[config.mk]
export PLATFORM = sky130hd
export DESIGN_NAME = pc_sequencer
export DESIGN_NICKNAME = d
export VERILOG_FILES = /design/src/rtl/pc_sequencer.sv
export SDC_FILE = /design/constraint.sdc
export NUM_CORES = 1
export LEC_CHECK = 0
export ABC_AREA = 1
export CORE_UTILIZATION = 49
export CTS_CLUSTER_SIZE = 28
export DETAILED_ROUTE_END_ITERATION = 8
export HOLD_SLACK_MARGIN = 0.12
export MAX_ROUTING_LAYER = met4
export PLACE_DENSITY_LB_ADDON = 0.25
export SETUP_SLACK_MARGIN = 0.02
export SLEW_MARGIN = 20
export SYNTH_ARGS = -nofsm -noshare
export SYNTH_HDL_FRONTEND = slang
export SYNTH_SLANG_ARGS = --single-unit
[constraint.sdc]
create_clock -name clk -period 3.45 [get_ports clk]
set_clock_uncertainty 0.05 [all_clocks]
set_input_delay 0.69 -clock clk [delete_from_list [all_inputs] [get_ports clk]]
set_output_delay 0.69 -clock clk [all_outputs]
set_load 0.1 [all_outputs]
[src/rtl/pc_sequencer.sv]
// Fetch-stage PC sequencer: sequential advance, branch/jump redirect with one-cycle bubble, stall hold.
// Latency: one edge from input to every output, and all outputs are registered. Stall holds the PC and drops pc_valid, but never blocks a redirect.
// Optional: define PC_ALIGN_CHECK_EN to clear bit 0 of odd jump targets and latch align_fault.
module pc_sequencer #(
   parameter logic [15:0] RESET_PC = 16'h0000,
   parameter int          PC_INC   = 2
) (
   input  logic        clk,
   input  logic        reset,
   input  logic        stall,
   input  logic        branch_taken,
   input  logic [15:0] branch_pc,
   input  logic [12:0] offset_shifted,
   input  logic        jump_req,
   input  logic [15:0] jump_target,
   output logic [15:0] pc,
   output logic        pc_valid,
   output logic        redirect,
   output logic [7:0]  redirect_count,
   output logic        align_fault
);

   typedef enum logic [1:0] {
      RUN    = 2'd0,
      STALL  = 2'd1,
      BUBBLE = 2'd2
   } state_t;

   localparam logic [15:0] INC = 16'(PC_INC);

   state_t      state;
   logic [15:0] br_target;
   logic [15:0] jmp_target;
   logic        jmp_misalign;
   logic        redir_any;
   logic [15:0] redir_target;

   // Branch target is relative to the instruction after the branch; wraps silently.
   assign br_target = branch_pc + INC + {{3{offset_shifted[12]}}, offset_shifted};

`ifdef PC_ALIGN_CHECK_EN
   assign jmp_target   = {jump_target[15:1], 1'b0};
   assign jmp_misalign = jump_target[0];
`else
   assign jmp_target   = jump_target;
   assign jmp_misalign = 1'b0;
`endif

   // The branch is the older instruction, so it wins over a same-cycle jump.
   assign redir_any    = branch_taken | jump_req;
   assign redir_target = branch_taken ? br_target : jmp_target;

   always_ff @(posedge clk) begin
      if (reset) begin
         pc             <= RESET_PC;
         state          <= BUBBLE;
         pc_valid       <= 1'b0;
         redirect       <= 1'b0;
         redirect_count <= 8'h00;
         align_fault    <= 1'b0;
      end else if (redir_any) begin
         pc       <= redir_target;
         state    <= BUBBLE;
         pc_valid <= 1'b0;
         redirect <= 1'b1;
         if (redirect_count != 8'hFF)
            redirect_count <= redirect_count + 8'd1;
         if (!branch_taken && jmp_misalign)
            align_fault <= 1'b1;
      end else begin
         redirect <= 1'b0;
         case (state)
            RUN: begin
               if (stall) begin
                  state    <= STALL;
                  pc_valid <= 1'b0;
               end else begin
                  pc       <= pc + INC;
                  pc_valid <= 1'b1;
               end
            end
            STALL, BUBBLE: begin
               // Leaving a bubble or stall fetches the held PC before advancing.
               if (stall) begin
                  state    <= STALL;
                  pc_valid <= 1'b0;
               end else begin
                  state    <= RUN;
                  pc_valid <= 1'b1;
               end
            end
            default: begin
               state    <= BUBBLE;
               pc_valid <= 1'b0;
            end
         endcase
      end
   end

endmodule

==> results of run 1 <==
## registers in the layout (all words and copies together) (netlist names)
signal,flops
pc,16
redirect_count,8
state,2
pc_valid,1
redirect,1
## critical path, cell delays in order
cell and delay (ps):
clkdlybuf4s50_1 450, inv_1 40, ha_1 290, inv_1 60
ha_1 150, inv_1 50, fa_1 390, inv_1 70
nand2_1 70, a21oi_1 210, nand2_1 80, nand2_1 140
nand2_1 90, nand2_1 70, nand2_1 60, nand3_1 70
nand3_1 60, nand2_1 60, inv_1 30
## worst paths after layout
check	from	to	slack, ps	cells after the start
min reg2reg	pc[0]$_SDFFE_PP0P_	pc[0]$_SDFFE_PP0P_	420	2
max reg2reg	state[0]$_SDFFE_PP0P_	pc[9]$_SDFFE_PP0P_	1510	9
min	pc[0]$_SDFFE_PP0P_	pc[0]$_SDFFE_PP0P_	420	2
max	branch_pc[1]	pc[15]$_SDFFE_PP0P_	460	19
## routing by layer
layer,track usage (%),vias up,wire [microns]
met3,3.84,9,365
met4,2.67,0,55
met1,32.0,1340,3140
met2,47.3,95,3550
met5,-,-,0
li1,-,1510,-
## cells in the final DEF, fill, tap and decap left out, drive strengths merged
cell	netlist	layout
a21o	1	1
a21oi	28	28
a221oi	1	1
a22oi	1	1
a31oi	7	7
a32oi	2	2
buf	5	27
clkbuf	4	4
clkdlybuf4s50	0	51
conb	1	1
dfxtp	28	28
fa	1	1
ha	33	33
inv	66	66
nand2	100	100
nand3	28	28
nand3b	1	1
nand4	8	8
nor2	48	48
nor3	6	6
o211ai	1	1
o21a	2	2
o21ai	31	31
o21bai	2	2
o41ai	1	1
xnor2	6	6
xor2	5	5
## cells by family after synthesis
group                    share of synthesized area (%)
flip-flops                                        21.1
other                                            0.141
XOR/XNOR                                          3.63
adder cells (fa/ha/maj)                           16.3
AO/OA/AOI/OAI                                     16.1
buffers and inverters                             10.9
AND/OR/NAND/NOR                                   31.7
## final cells by class
| class | count | area, sq um |
|---|---|---|
| Clock buffer | 4 | 55.1 |
| Tap cell | 70 | 87.6 |
| Timing Repair Buffer | 78 | 713 |
| Sequential cell | 28 | 561 |
| Fill cell | 477 | 1710 |
| Multi-Input combinational cell | 314 | 1800 |
| Inverter | 66 | 248 |
## report_power, final
part	total (mW)	leakage [nW]	internal (mW)	switching [mW]
Combinational	0.595	1.45	0.198	0.397
Sequential	0.385	0.231	0.349	0.0367
Clock	0.213	0.0288	0.103	0.111
## cells in the mapped netlist (all sizes together)
cell type and instances:
o41ai 1, dfxtp 28, a21oi 28, a32oi 2
ha 33, o21a 2, nand3b 1, o21ai 31
nor3 6, a21o 1, a22oi 1, nor2 48
nand2 100, nand4 8, buf 5, xnor2 6
nand3 28, xor2 5, a31oi 7, clkbuf 4
o21bai 2, inv 66, conb 1, a221oi 1
o211ai 1, fa 1
## per-stage QoR
step | total power [mW] | cells | util (%)
floorplan | 0.812 | 417 | -
global placement | 0.969 | 556 | 65.9
detailed placement | 0.983 | 556 | 65.9
CTS | 1.19 | 560 | 67.0
global route | 1.26 | 560 | 67.0
finish | 1.19 | 560 | 67.0
==> flow_metrics.tcl, run 1 <==
set metrics [dict create \
    io_buffers 75 \
    cts.path.max_buffers 2 \
    ioPinCount 77 \
    grt_max_degree 23 \
    synth_area_leaders "dfxtp_1, ha_1, nand2_1" \
    ctsHoldBuffers 0 \
    path_clk_slew_ps 100 \
    die-area_sq_um 5710 \
    hold_ws_ps 424 \
    startpoint_type "input port" \
    place_congestion 0.868 \
    outcome "finished, final reports clean" \
    cts_root_buf "clkbuf_8" \
    nets 575 \
    yosysTopAreaCell "dfxtp_1" \
    cp_max_fo 3 \
    post_cts_resized 0 \
    grt_pass1_vias 2610 \
    wl_per_cell_microns 12.7 \
    synthDistinctLibCells 35 \
    grt_pass1_wl_microns 11300 \
    min_period_over_period_pct 86.7 \
    leakagePower_nw 1.71 \
    yosysTopAreaCellShare_pct 21.1 \
    via_count 2954 \
    vias_per_cell 5.28 \
    dp_slack_ps 188 \
    min_period_ps 2990 \
    place_area_sq_um 3410 \
    detailedPlacementHpwl_microns 5660 \
    die_w_microns 75.6 \
    rsz0062_at_grt "no" \
    worst_slew_pin_slew_ps 962 \
    ys_seq_elements 28 \
    end_kind "register" \
    finalMaxSlewViolations 0 \
    synthesis.area_sq_um 2650 \
    maxCapViolCount 0 \
    drtAntennaViolNets 0 \
    path_class "input port to register" \
    dr.first_iter.drc_count 185 \
    p_per_area_nw_per_um2 345 \
    setup_viol 0 \
    yosysWarnings 0 \
    timing.fmax_ghz 0.334 \
    overflow 0 \
    die_h_microns 75.6 \
    syn_avg_cell_area_sq_um 6.36 \
    design_area_sq_um 3470 \
    cp.required_ps 3590 \
    layout-area-overhead-vs-synth_pct 30.7 \
    yosysSeqAreaShare_pct 21.1 \
    final_layout_size_suffix_gt1_share_pct 9.59 \
    coreArea_sq_um 5170 \
    cts_buffers 3 \
    antenna_found_initial 0 \
    worst_slack_ps 458 \
    dr.pass1.iters 7 \
    ir_drop_v 0.000259 \
    slew_headroom_pct 35.7 \
    syn_inst 417 \
    post_cts_buffers 0 \
    hold_path.class "register to register" \
    wirelength_microns 7110 \
    cts_max_level 1 \
    clk_latency_ps 280 \
    arrival_ps 3140 \
    num_rows 26 \
    setup_tns_ps 0 \
    start_util_pct 51.3 \
    hold_viol 0 \
    grt_usage_pct 26.3 \
    syn_nets 501 \
    cts_num_sinks 28 \
    cts_tree "built" \
    num_antenna_cells 0 \
    drc_errors 0 \
]
No activity file was read; power rests on OpenSTA's default activity.
==> run 2: changes to the inputs <==
clock period = 3.3 ns   (was 3.45 ns; I/O delays follow)
==> run 2 against run 1 <==
Effect of this change: sequential cell count did not move; clock power fell by 12%; die area unchanged; design area is 0.54% lower; wire length decreased by 7.0%; first-iteration DRC count up 5.4%.
==> flow_metrics.tcl, run 2 (synthesis gave the netlist of run 1 again) <==
set metrics [dict create \
    outcome "finished, final reports clean" \
    antenna_found_initial 0 \
    layout-area-overhead-vs-synth_pct 30.0 \
    worst_slew_pin_slew_ps 588 \
    post_cts_buffers 0 \
    p_sw_uw 553 \
    cts_tree "built" \
    largest-register "pc" \
    dr.pass1.iters 5 \
    io_buffers 75 \
    ioPinCount 77 \
    nets 575 \
    clk_latency_ps 270 \
    die_w_microns 75.6 \
    p_comb_share_pct 51.1 \
    cts.path.max_buffers 2 \
    timing.fmax_ghz 0.347 \
    finalPower_mw 1.21 \
    path_class "input port to register" \
    worst-path-buf-inv 6 \
    cts_num_sinks 28 \
    cpMostUsedCell "nand2_1" \
    grt_usage_pct 24.6 \
    num_rows 26 \
    grt_pass1_vias 2503 \
    setup_viol 0 \
    path_clk_slew_ps 90 \
    layout.cells.most_common_list "nand2_1, inv_1, clkdlybuf4s50_1" \
    maxCapViolCount 0 \
    setup_tns_ps 0 \
    ctsHoldBuffers 0 \
    final_layout_size_suffix_gt1_share_pct 9.82 \
    swShare_pct 45.9 \
    min_period_ps 2880 \
    pwr-share-seq_pct 33.3 \
    wl_per_cell_microns 11.8 \
    coreArea_sq_um 5170 \
    via_count 2891 \
    min_period_over_period_pct 87.4 \
    end_kind "register" \
    wirelength_microns 6610 \
    cp_max_fo 3 \
    die_h_microns 75.6 \
    place_congestion 0.870 \
    dp_slack_ps 135 \
    start_util_pct 51.3 \
    num_antenna_cells 0 \
    p_per_area_nw_per_um2 350 \
    ir_drop_v 0.000284 \
    largest_register_ffs 16 \
    vias_per_cell 5.17 \
    detailedPlacementHpwl_microns 5330 \
    post_cts_resized 0 \
    crit_family "adder cells" \
    max_stage_delay_ps 450 \
    startpoint_type "input port" \
    grt_max_degree 23 \
    crit_chain "clkdlybuf4s50_1 -> inv_1 -> ha_1 -> inv_1 -> ha_1 -> inv_1 -> fa_1 -> inv_1 -> nand2_1 -> a21oi_1 -> nand2_1 -> nand2_1 -> nand2_1 -> nand2_1 -> nand2_1 -> nand3_1 -> nand3_1 -> nand2_1 -> inv_1" \
    rsz0062_at_grt "no" \
    worst_slack_ps 416 \
    drtAntennaViolNets 0 \
    final_common_cell "nand2_1" \
    cts_max_level 1 \
    overflow 0 \
    critPathSlowestCell "clkdlybuf4s50_1" \
    leakagePower_nw 1.71 \
    internal_power_uw 653 \
    finalMaxSlewViolations 0 \
    postLayoutCoreUtil_pct 66.6 \
    clkPwrFrac_pct 15.5 \
    largest_registers "pc x16, redirect_count x8, state x2" \
    dr.first_iter.drc_count 195 \
    cp.required_ps 3430 \
    die-area_sq_um 5710 \
    cts_root_buf "clkbuf_8" \
    grt_pass1_wl_microns 10600 \
    slew_headroom_pct 60.7 \
    hold_viol 0 \
    arrival_ps 3020 \
    cts_buffers 3 \
    drc_errors 0 \
    hold_path.class "register to register" \
]
[run 2: layer usage]
| metal | global-route usage, % | vias up | routed length (microns) |
|---|---|---|---|
| li1 | - | 1507 | - |
| met1 | 30.8 | 1289 | 2990 |
| met2 | 42.0 | 87 | 3170 |
| met3 | 3.70 | 8 | 364 |
| met4 | 5.56 | 0 | 85 |
| met5 | - | - | 0 |
[run 2: worst reg2reg max path, stage by stage, from the launching register on]
cell     delay, ps
dfxtp_1        340
inv_1           60
ha_1           160
inv_1           40
nor2_1         360
nor2_2         160
inv_2          280
nand2_1         90
a31oi_1        200
a21oi_1        100
[run 2: layout make-up]
| type | count | area, sq um |
|---|---|---|
| Clock buffer | 3 | 41.3 |
| Fill cell | 472 | 1730 |
| Inverter | 66 | 248 |
| Multi-Input combinational cell | 314 | 1800 |
| Sequential cell | 28 | 561 |
| Tap cell | 70 | 87.6 |
| Timing Repair Buffer | 78 | 708 |
[run 2: metrics by stage]
step / hold WS [ps] / std cells / instance area, sq um
floorplan: 411 / 417 / 2650
global placement: 399 / 556 / 3410
detailed placement: 400 / 556 / 3410
CTS: 426 / 559 / 3450
global route: 462 / 559 / 3450
finish: 425 / 559 / 3450
[run 2: worst paths after layout]
path                         startpoint             endpoint  slack [ps]  cells after the start
setup reg to reg  state[0]$_SDFFE_PP0P_   pc[9]$_SDFFE_PP0P_        1370                      9
setup / recovery           branch_pc[1]  pc[15]$_SDFFE_PP0P_         420                     19
hold reg to reg      pc[0]$_SDFFE_PP0P_   pc[0]$_SDFFE_PP0P_         430                      2
hold / removal       pc[0]$_SDFFE_PP0P_   pc[0]$_SDFFE_PP0P_         430                      2
[run 2: power by group through the flow]
| stage | Sequential (mW) | Clock [mW] | Combinational [mW] |
|---|---|---|---|
| 6_report | 0.402 | 0.187 | 0.617 |
| 3_5_place_dp | 0.410 | 0 | 0.614 |
| 3_3_place_gp | 0.408 | 0 | 0.605 |
| 2_1_floorplan | 0.584 | 0 | 0.265 |
| 5_1_grt | 0.407 | 0.205 | 0.671 |
| 4_1_cts | 0.402 | 0.190 | 0.616 |
